===== src/rtl/tdc_hw_stats_pkg.sv =====
// Shared types and constants for the TDC Hamming-weight statistics engine.
package tdc_hw_stats_pkg;

  typedef enum logic [1:0] {
    IDLE  = 2'd0,
    ACCUM = 2'd1,
    DONE  = 2'd2
  } state_e;

  localparam logic [1:0] RD_MEAN = 2'd0;
  localparam logic [1:0] RD_MIN  = 2'd1;
  localparam logic [1:0] RD_MAX  = 2'd2;
  localparam logic [1:0] RD_SAT  = 2'd3;

  localparam int         HW_W_DEF    = 7;
  localparam logic [6:0] HW_MAX      = 7'd127;
  localparam logic [7:0] SAT_CNT_MAX = 8'd255;

  // Readout multiplexer over the four zero-extended results.
  function automatic logic [7:0] rd_pick(input logic [1:0] sel,
                                         input logic [7:0] mean,
                                         input logic [7:0] min_v,
                                         input logic [7:0] max_v,
                                         input logic [7:0] sat);
    logic [7:0] r;
    case (sel)
      RD_MEAN: r = mean;
      RD_MIN:  r = min_v;
      RD_MAX:  r = max_v;
      RD_SAT:  r = sat;
      default: r = 8'd0;
    endcase
    return r;
  endfunction

endpackage


===== src/rtl/tdc_hw_stats.sv =====
// Windowed min/max/mean/saturation statistics over 2^LOG2_N valid TDC
// Hamming-weight samples, frozen for slow readout through an 8-bit port.
module tdc_hw_stats
  import tdc_hw_stats_pkg::*;
#(
  parameter int HW_W   = 7,
  parameter int LOG2_N = 8,
  parameter int SUM_W  = HW_W + LOG2_N
) (
  input  logic            clk_launch,
  input  logic            rst_n,
  input  logic            start,
  input  logic            hw_valid,
  input  logic [HW_W-1:0] hw,
  input  logic [1:0]      rd_sel,
  input  logic            rd_ack,
  output logic            busy,
  output logic            done,
  output logic [7:0]      rd_data
);

  localparam logic [HW_W-1:0]   HW_TOP   = {HW_W{1'b1}};
  localparam logic [LOG2_N-1:0] CNT_LAST = {LOG2_N{1'b1}};

  state_e            state_r;
  logic [HW_W-1:0]   hw_q_r;
  logic              valid_q_r;
  logic [SUM_W-1:0]  sum_r;
  logic [LOG2_N-1:0] cnt_r;
  logic [HW_W-1:0]   min_r;
  logic [HW_W-1:0]   max_r;
  logic [7:0]        sat_r;
  logic              busy_r;
  logic              done_r;
  logic [7:0]        rd_data_r;

  logic              acc_en_s;
  logic              last_s;
  logic [SUM_W-1:0]  sum_nx_s;
  logic [HW_W-1:0]   min_nx_s;
  logic [HW_W-1:0]   max_nx_s;
  logic [7:0]        sat_nx_s;
  logic [7:0]        mean8_s;
  logic [7:0]        min8_s;
  logic [7:0]        max8_s;
  logic [7:0]        rd_mux_s;

  // Next-value datapath; the mux sees post-update values so rd_data is
  // already valid on the edge that enters DONE.
  always_comb begin
    acc_en_s = (state_r == ACCUM) && valid_q_r;
    last_s   = acc_en_s && (cnt_r == CNT_LAST);
    sum_nx_s = acc_en_s ? (sum_r + {{LOG2_N{1'b0}}, hw_q_r}) : sum_r;
    min_nx_s = (acc_en_s && (hw_q_r < min_r)) ? hw_q_r : min_r;
    max_nx_s = (acc_en_s && (hw_q_r > max_r)) ? hw_q_r : max_r;
    sat_nx_s = (acc_en_s && ((hw_q_r == {HW_W{1'b0}}) || (hw_q_r == HW_TOP))
                && (sat_r != SAT_CNT_MAX)) ? (sat_r + 8'd1) : sat_r;
    mean8_s  = 8'd0;
    min8_s   = 8'd0;
    max8_s   = 8'd0;
    mean8_s[HW_W-1:0] = sum_nx_s[SUM_W-1:LOG2_N];
    min8_s[HW_W-1:0]  = min_nx_s;
    max8_s[HW_W-1:0]  = max_nx_s;
    rd_mux_s = rd_pick(rd_sel, mean8_s, min8_s, max8_s, sat_nx_s);
  end

  // Control FSM, input stage, statistics registers and registered outputs.
  always_ff @(posedge clk_launch) begin
    if (!rst_n) begin
      state_r   <= IDLE;
      hw_q_r    <= {HW_W{1'b0}};
      valid_q_r <= 1'b0;
      sum_r     <= {SUM_W{1'b0}};
      cnt_r     <= {LOG2_N{1'b0}};
      min_r     <= HW_TOP;
      max_r     <= {HW_W{1'b0}};
      sat_r     <= 8'd0;
      busy_r    <= 1'b0;
      done_r    <= 1'b0;
      rd_data_r <= 8'd0;
    end else if (start) begin
      // start wins in every state and also drops the sample in flight
      state_r   <= ACCUM;
      hw_q_r    <= {HW_W{1'b0}};
      valid_q_r <= 1'b0;
      sum_r     <= {SUM_W{1'b0}};
      cnt_r     <= {LOG2_N{1'b0}};
      min_r     <= HW_TOP;
      max_r     <= {HW_W{1'b0}};
      sat_r     <= 8'd0;
      busy_r    <= 1'b1;
      done_r    <= 1'b0;
      rd_data_r <= 8'd0;
    end else begin
      hw_q_r    <= hw;
      valid_q_r <= hw_valid;
      case (state_r)
        IDLE: begin
          busy_r    <= 1'b0;
          done_r    <= 1'b0;
          rd_data_r <= 8'd0;
        end
        ACCUM: begin
          rd_data_r <= 8'd0;
          if (acc_en_s) begin
            sum_r <= sum_nx_s;
            min_r <= min_nx_s;
            max_r <= max_nx_s;
            sat_r <= sat_nx_s;
            cnt_r <= cnt_r + {{(LOG2_N-1){1'b0}}, 1'b1};
          end else begin
            cnt_r <= cnt_r;
          end
          if (last_s) begin
            state_r   <= DONE;
            busy_r    <= 1'b0;
            done_r    <= 1'b1;
            rd_data_r <= rd_mux_s;
          end else begin
            busy_r    <= 1'b1;
          end
        end
        DONE: begin
          if (rd_ack) begin
            state_r   <= IDLE;
            done_r    <= 1'b0;
            rd_data_r <= 8'd0;
          end else begin
            rd_data_r <= rd_mux_s;
          end
        end
        default: begin
          state_r   <= IDLE;
          busy_r    <= 1'b0;
          done_r    <= 1'b0;
          rd_data_r <= 8'd0;
        end
      endcase
    end
  end

  assign busy    = busy_r;
  assign done    = done_r;
  assign rd_data = rd_data_r;

endmodule

===== config.mk =====
export PLATFORM = sky130hd
export DESIGN_NAME = tdc_hw_stats
export DESIGN_NICKNAME = d
export VERILOG_FILES = /design/src/rtl/tdc_hw_stats_pkg.sv /design/src/rtl/tdc_hw_stats.sv
export SDC_FILE = /design/constraint.sdc
export NUM_CORES = 1
export LEC_CHECK = 0
export CAP_MARGIN = 20
export CELL_PAD_IN_SITES_DETAIL_PLACEMENT = 1
export CELL_PAD_IN_SITES_GLOBAL_PLACEMENT = 1
export CORE_MARGIN = 2
export CORE_UTILIZATION = 48
export DETAILED_ROUTE_END_ITERATION = 10
export PLACE_DENSITY_LB_ADDON = 0.1
export REMOVE_ABC_BUFFERS = 1
export SLEW_MARGIN = 20
export SYNTH_ARGS = -nofsm -noshare
export SYNTH_HDL_FRONTEND = slang
export SYNTH_SLANG_ARGS = --single-unit

===== constraint.sdc =====
create_clock -name clk_launch -period 6 [get_ports clk_launch]
set_clock_uncertainty 0.2 [all_clocks]
set_input_delay 1.2 -clock clk_launch [delete_from_list [all_inputs] [get_ports clk_launch]]
set_output_delay 1.2 -clock clk_launch [all_outputs]
set_load 0.05 [all_outputs]

### Yosys cells after proc, flatten, opt, wreduce, memory -nomap -nowiden

Index checks and enable logic that the tools add are counted.

| operators by class | value |
|---|---|
| bitwise logic cells | 2 |
| mux-type cells | 18 |
| order comparisons | 2 |
| eq/ne operators | 14 |
| reductions and logical operators | 15 |
| add/subtract/negate cells | 3 |

Operators by type and width:

| operator | number |
|---|---|
| $pmux 8 s4 | 1 |
| $mux 8 | 3 |
| $add 8x1->8 const B | 2 |
| $pmux 8 s2 | 1 |
| $add 15x7->15 | 1 |
| $mux 15 | 1 |
| $mux 7 | 2 |
| $eq 8x8->1 const B | 1 |
| $ne 2x2->1 const B | 4 |
| $ne 8x8->1 const B | 1 |
| $eq 7x7->1 const B | 1 |
| $gt 7x7->1 | 1 |
| $logic_not 7->1 | 1 |
| $lt 7x7->1 | 1 |
| $eq 2x2->1 const B | 3 |
| $logic_and 1x1->1 | 6 |
| $ne 3x3->1 const B | 2 |
| $pmux 2 s3 | 1 |
| $reduce_and 3->1 | 2 |
| $mux 1 | 5 |
| $eq 2x1->1 const B | 2 |
| $logic_not 2->1 | 2 |
| $mux 2 | 2 |
| $pmux 1 s2 | 2 |
| other kinds (4) | 6 |

| word-level totals | value |
|---|---|
| output and inout bits | 10 |
| input port bits | 14 |
| flip-flop bits (word level) | 65 |

### Longest topological paths before layout

Gate-level depths: netlist of run 1.

| depth | value |
|---|---|
| depth after elaboration | 8 |
| depth in mapped cells | 9 |

### Least setup slack after synthesis of run 1

OpenSTA, ideal clock, no wires.

| timing | value |
|---|---|
| path type | input port to flip-flop |
| start | in rst_n |
| end | reg rd_data_r[4], in the netlist rd_data[4] |
| data arrival time | 2.200 ns |
| path buffers | 1 |
| setup slack | 3.520 ns |
| stages on the path | 5 |
| path through | nor2b_1 -> clkbuf_1 -> o211ai_1 -> a221o_1 -> a211oi_2 |

| between the ends | value |
|---|---|
| longest elaborated chain between the ends | 2 |

RTL lines:

| what | RTL line | source |
|---|---|---|
| from (decl) | tdc_hw_stats.sv:11 | `input logic rst_n,` |
| $not 1->1 (no line) | - |  |
| $reduce_or 2->1 (no line) | - |  |
| to (signal assigned) | tdc_hw_stats.sv:118 | `rd_data_r <= rd_mux_s;` |
| to (signal assigned) | tdc_hw_stats.sv:129 | `rd_data_r <= rd_mux_s;` |
| to (decl) | tdc_hw_stats.sv:35 | `logic [7:0] rd_data_r;` |

No other way between the ends.
A chain may end at the register's enable or synchronous reset.

### Worst setup path in the final report of run 1

| timing | value |
|---|---|
| start | reg state_r[1] |
| end | reg rd_data_r[6], in the netlist rd_data[6] |

| between the ends | value |
|---|---|
| longest elaborated chain between the ends | 8 |
| elaborated cells on any way between the ends | 16 |

RTL lines:

| what | RTL line | source |
|---|---|---|
| from (decl) | tdc_hw_stats.sv:25 | `state_e state_r;` |
| from (signal assigned) | tdc_hw_stats.sv:70 | `state_r <= IDLE;` |
| from (signal assigned) | tdc_hw_stats.sv:83 | `state_r <= ACCUM;` |
| from (signal assigned) | tdc_hw_stats.sv:115 | `state_r <= DONE;` |
| $eq 2x1->1 | tdc_hw_stats.sv:51, tdc_hw_stats.sv:97 |  |
| $logic_and 1x1->1 | tdc_hw_stats.sv:51 | `acc_en_s = (state_r == ACCUM) && valid_q_r;` |
| $logic_and 1x1->1 | tdc_hw_stats.sv:56 | `sat_nx_s = (acc_en_s && ((hw_q_r == {HW_W{1'b0}}) \|\| (hw_q_r == HW_TOP))` |
| $logic_and 1x1->1 | tdc_hw_stats.sv:57 | `&& (sat_r != SAT_CNT_MAX)) ? (sat_r + 8'd1) : sat_r;` |
| $mux 8 | tdc_hw_stats.sv:57 |  |
| $pmux 8 s4 | tdc_hw_stats_pkg.sv:26 | `case (sel)` |
| $mux 8, on equally long branches | tdc_hw_stats.sv:124, tdc_hw_stats.sv:114 |  |
| $pmux 8 s2 * | tdc_hw_stats.sv:97 | `case (state_r)` |

Every way passes the cells marked *; elsewhere a longest branch is shown, timed or not.

==> flow_metrics.tcl, run 1 <==
set metrics [dict create \
    status "finished, final reports clean" \
    grtUsageMet2_pct 41.3 \
    die_w_um 86.4 \
    drt_iter0_markers 85 \
    async_flop_share_pct 0 \
    hp-class "reg -> reg" \
    cts.htree.levels 3 \
    r2r-end "rd_data[6]" \
    crit_path_max_incr_delay_ns 0.72 \
    yosys-top-cells-area "dfxtp_1, ha_1, mux2i_1" \
    n_antenna_cell 0 \
    slew_viol_final 0 \
    grt.busiest_layer "met2" \
    use_met1_pct 29.6 \
    nets 425 \
    routedWlPerCell_um 17.0 \
    vias 2665 \
    critPathMaxFanout 19 \
    grt-ovfl-total 0 \
    ctsRootBufferMaster "clkbuf_8" \
    slew_headroom_pct 42.6 \
    dr.pass1.iters 4 \
    r2r_setup_slack_ns 3.01 \
    netlist_instances 361 \
    hold_depth 2 \
    drive_gt1_share_pct 6.15 \
    synth_flop_cell "dfxtp_1" \
    r2r_cells 8 \
    crit_arrival_ns 3.06 \
    area_delta_synth_final_pct 15.1 \
    tns_ns 0 \
    crit_chain "inv_1 -> ha_1 -> and2_1 -> nand4_1 -> nor2_1 -> o211ai_1 -> a221o_1 -> a221oi_2" \
    hold_buffers 0 \
    synth_area_per_cell_um2 9.03 \
    p_leak_nw 1.57 \
    grt_use_total_pct 24.1 \
    slowest_stage "and2_1" \
    cts.sinks 65 \
    tritoncts.num_buffers 9 \
    period_share_pct 49.8 \
    post-place-ws_ns 2.78 \
    drcViolationCount 0 \
    drv_cap 0 \
    grt_max_degree 39 \
    numPortBuffers 23 \
    fp.coreArea_um2 6680 \
    row_count 30 \
    hpwlAfterDp_mm 5.78 \
    syn_area_um2 3260 \
    place_congestion 0.817 \
    tightest_slew_ns 0.861 \
    grt_pass1_wl_mm 13.7 \
    peakVddDrop_v 0.000110 \
    setup_viol 0 \
    fin_crit_ns 2.99 \
    final_common_cell "dfxtp_1" \
    end_kind "flip-flop" \
    critPathBufInv 1 \
    ant_nets 0 \
    synth-seq-cells 65 \
    worstSetupPathType "reg -> reg" \
    final_cell_mix "dfxtp_1, nor2_1, nand2_1, ha_1, clkdlybuf4s50_1" \
    via_per_inst 5.67 \
    synth_warnings 0 \
    grt_pass1_vias 2832 \
    postCtsSetupBuffers 0 \
    fmax_mhz 335 \
    clk_latency_ns 0.35 \
    synth-edff-count 0 \
    antenna_found_initial 0 \
    dieHeight_um 86.4 \
    ios 24 \
    rsz0062_at_grt "false" \
    final_core_util_pct 56.1 \
    setup_slack_ns 3.01 \
    start_kind "flip-flop" \
    postRouteWirelength_mm 7.99 \
    start_util_pct 48.8 \
    min_to "sum_r[3]" \
    path_delay_family "simple AND/OR/NAND/NOR gates" \
    ys_seq_area_share_pct 39.9 \
    cts-resized-gates 0 \
    r2r-start "state_r[1]" \
    powerDensity_nw_per_um2 232 \
    clkSlewWorstSetupHoldPaths_ns 0.07 \
    clk_path_buf_depth 2 \
    synth_top_area_share_pct 39.9 \
    finalPower_w 0.000872 \
    grt_use_met3_pct 3.52 \
    synthDistinctLibCells 45 \
    cp.required_ns 6.07 \
    tritoncts "built" \
    die_area_um2 7470 \
    min_from "sum_r[3]" \
    synth_area_leader_cell "dfxtp_1" \
    final-hold-violation-count 0 \
]
-- worst reg2reg max path: stages (launching register included) --
cell	delay, ns
dfxtp_1	0.32
inv_1	0.09
ha_1	0.24
and2_1	0.72
nand4_1	0.28
nor2_1	0.20
o211ai_1	0.32
a221o_1	0.37
a221oi_2	0.17
-- layout make-up --
class / instances / area, um2
clock buffer: 10 / 138
clock inverter: 6 / 57.6
fill: 810 / 2930
inverter: 16 / 60.1
multi-input combinational: 268 / 1850
sequential: 65 / 1300
tap: 80 / 100
timing repair buffer: 25 / 245
-- power by group --
| part | total, W | internal (W) | switching, W |
|---|---|---|---|
| Clock | 0.000374 | 0.000200 | 0.000174 |
| Combinational | 0.0000553 | 0.0000239 | 0.0000314 |
| Sequential | 0.000442 | 0.000435 | 0.00000728 |
-- cell usage after synthesis (all sizes together), types with 3 or more instances --
library cell	instances
inv	16
a22o	3
xnor2	10
nand3	4
o211ai	3
nor2b	5
mux2i	16
and3	3
nand2b	3
a221o	5
nor2	38
nor3	12
a21o	4
o21a	3
nand4	9
buf	3
a211oi	8
and2	12
clkbuf	9
or3	3
a21oi	20
xor2	12
a211o	3
o21ai	13
dfxtp	65
ha	25
nand2	36
-- metal layers --
metal | share of wire (%) | vias up | wire length, um
li1 | - | 1321 | -
met1 | 45 | 1291 | 3620
met2 | 48 | 37 | 3860
met3 | 3.5 | 16 | 283
met4 | 2.8 | 0 | 223
met5 | 0 | - | 0
-- cell families (layout without fill, tap and decap cells) --
group / Yosys count / in the layout / synth area share (%)
mux: 16 / 16 / 4.91
fa+ha+maj: 26 / 26 / 10.2
buf+inv: 28 / 57 / 3.34
xor+xnor: 22 / 22 / 5.91
compound gates: 70 / 70 / 15.9
flops: 65 / 65 / 39.9
simple gates: 134 / 134 / 19.8
-- sequential cells by signal, indices dropped and copies added (netlist names) --
name       cells
busy           1
cnt_r          8
done           1
hw_q_r         7
max_r          7
min_r          7
rd_data        8
sat_r          8
state_r        2
sum_r         15
valid_q_r      1
-- worst max-delay path by stage --
stage / startpoint / to / slack (ns) / depth (start not counted)
CTS: state_r[1] / rd_data[4] / 2.96 / 8
finish: state_r[1] / rd_data[6] / 3.01 / 8
global placement: rst_n / rd_data[4] / 2.81 / 6
global route: state_r[1] / rd_data[6] / 2.74 / 8
floorplan: rst_n / rd_data[4] / 3.13 / 4
detailed placement: rst_n / rd_data[4] / 2.78 / 6
-- through the flow --
| stage | hold slack [ns] | std cells | area, um2 |
|---|---|---|---|
| after floorplan | 0.236 | 349 | 3210 |
| after global placement | 0.246 | 454 | 3560 |
| after detailed placement | 0.255 | 454 | 3560 |
| after CTS | 0.265 | 470 | 3750 |
| after global routing | 0.287 | 470 | 3750 |
| final | 0.257 | 470 | 3750 |
(Power assumes the default switching activity.)
==> run 2: changes to the inputs <==
Settings changed: CORE_UTILIZATION 48 to 40.
Clock period 6 ns to 2.6 ns, I/O delays scaled along.
==> flow_metrics.tcl, run 2 (synthesis results as in run 1) <==
set metrics [dict create \
    finalPower_w 0.00214 \
    dieHeight_um 94.3 \
    powerDensity_nw_per_um2 536 \
    cts.htree.levels 3 \
    critPathMaxFanout 7 \
    clk_path_buf_depth 2 \
    worstSetupPathType "reg -> reg" \
    start_kind "flip-flop" \
    holdWs_ns 0.259 \
    status "finished, final reports clean" \
    ctsRootBufferMaster "clkbuf_8" \
    r2r_setup_slack_ns 0.14 \
    drv_cap 0 \
    tns_ns 0 \
    n_antenna_cell 0 \
    crit_arrival_ns 2.55 \
    area_delta_synth_final_pct 22.3 \
    r2r-end "rd_data[3]" \
    grt_pass1_vias 2919 \
    cp.required_ns 2.69 \
    grt-ovfl-total 0 \
    clkSlewWorstSetupHoldPaths_ns 0.08 \
    hold_depth 2 \
    die_area_um2 8890 \
    rsz0062_at_grt "false" \
    post-place-ws_ns 0.0605 \
    tritoncts.num_buffers 9 \
    start_util_pct 41.7 \
    peakVddDrop_v 0.000235 \
    final_area_um2 3990 \
    row_count 32 \
    setup_viol 0 \
    grt_max_degree 39 \
    final_common_cell "dfxtp_1" \
    clk_latency_ns 0.35 \
    nets 444 \
    slew_headroom_pct 62.1 \
    setup_slack_ns 0.141 \
    cts.sinks 65 \
    final-hold-violation-count 0 \
    hp-class "reg -> reg" \
    min_from "sum_r[5]" \
    fp.coreArea_um2 7810 \
    hpwlAfterDp_mm 6.35 \
    slew_viol_final 0 \
    fillCellCount 917 \
    antenna_found_initial 0 \
    r2r_cells 10 \
    die_w_um 94.3 \
    drive_gt1_share_pct 11.8 \
    drt_iter0_markers 87 \
    drcViolationCount 0 \
    vias 2763 \
    postRouteWirelength_mm 8.56 \
    tightest_slew_ns 0.566 \
    grt_use_total_pct 21.2 \
    tritoncts "built" \
    hold_buffers 0 \
    fin_crit_ns 2.46 \
    r2r-start "hw_q_r[5]" \
    placed_area_um2 3710 \
    routedWlPerCell_um 16.8 \
    p_leak_nw 1.68 \
    final_cell_mix "dfxtp_1, nor2_1, nand2_1, ha_1, clkdlybuf4s50_1" \
    dr.pass1.iters 4 \
    largest_register "sum_r" \
    period_share_pct 94.6 \
    fmax_mhz 407 \
    end_kind "flip-flop" \
    via_per_inst 5.42 \
    place_congestion 0.819 \
    ant_nets 0 \
    grt_pass1_wl_mm 14.1 \
    largest_register_ffs 15 \
    min_to "sum_r[5]" \
    ios 24 \
    numPortBuffers 23 \
]
run 2: cell types whose count changed in the layout (fill, tap and decap cells not counted), sizes merged:
cell,previous run,this run
bufinv,1,2
clkinv,4,1
clkinvlp,1,2
buf,2,21
run 2: layout make-up:
class / count / area, um2 / area share [%]
multi-input combinational: 268 / 1870 / 46.8
sequential: 65 / 1300 / 32.7
clock inverter: 5 / 80.1 / 2.01
clock buffer: 10 / 138 / 3.45
timing repair buffer: 44 / 413 / 10.4
tap: 102 / 128 / 3.20
inverter: 16 / 60.1 / 1.51
run 2: worst max-delay path: stages (launching register included):
cell      delay [ns]
dfxtp_1         0.33
buf_4           0.17
ha_1            0.30
nand2_1         0.05
o21ai_0         0.32
o221ai_4        0.17
buf_12          0.17
buf_4           0.13
mux2i_1         0.12
a221o_1         0.32
nor2_1          0.11
run 2: what timing repair did:
action	in CTS	in global routing
endpoints found under the setup margin	0	6
gates resized for setup	0	6
buffers inserted	0	4
run 2: power by group:
group / total [W] / internal (W) / switching, W
registers: 0.00101 / 0.00100 / 0.0000106
logic: 0.000152 / 0.0000668 / 0.0000853
clock network: 0.000969 / 0.000559 / 0.000410
run 2: worst max-delay path by stage:
stage          startpoint    endpoint  slack [ns]  cells past startpoint
5_1_grt         hw_q_r[5]  rd_data[4]       0.002                      8
3_5_place_dp   state_r[1]  rd_data[4]        0.06                      8
6_report        hw_q_r[5]  rd_data[3]        0.14                     10
2_1_floorplan   hw_q_r[0]  rd_data[0]        0.20                      8
4_1_cts        state_r[1]  rd_data[4]        0.04                      8
3_3_place_gp   state_r[1]  rd_data[4]        0.09                      8
run 2: per-layer routing:
| metal | up-vias | global-route usage (%) | wire, um |
|---|---|---|---|
| met5 | - | 0 | 0 |
| met4 | 0 | 7.13 | 127 |
| met3 | 8 | 4.74 | 244 |
| met2 | 39 | 38.7 | 4390 |
| met1 | 1351 | 24.2 | 3810 |
| li1 | 1365 | - | - |
run 2: through the flow:
stage,util [%],cells
4_1_cts,50.3,506
2_1_floorplan,-,349
3_3_place_gp,47.5,491
3_5_place_dp,47.5,491
5_1_grt,51.1,510
6_report,51.1,510
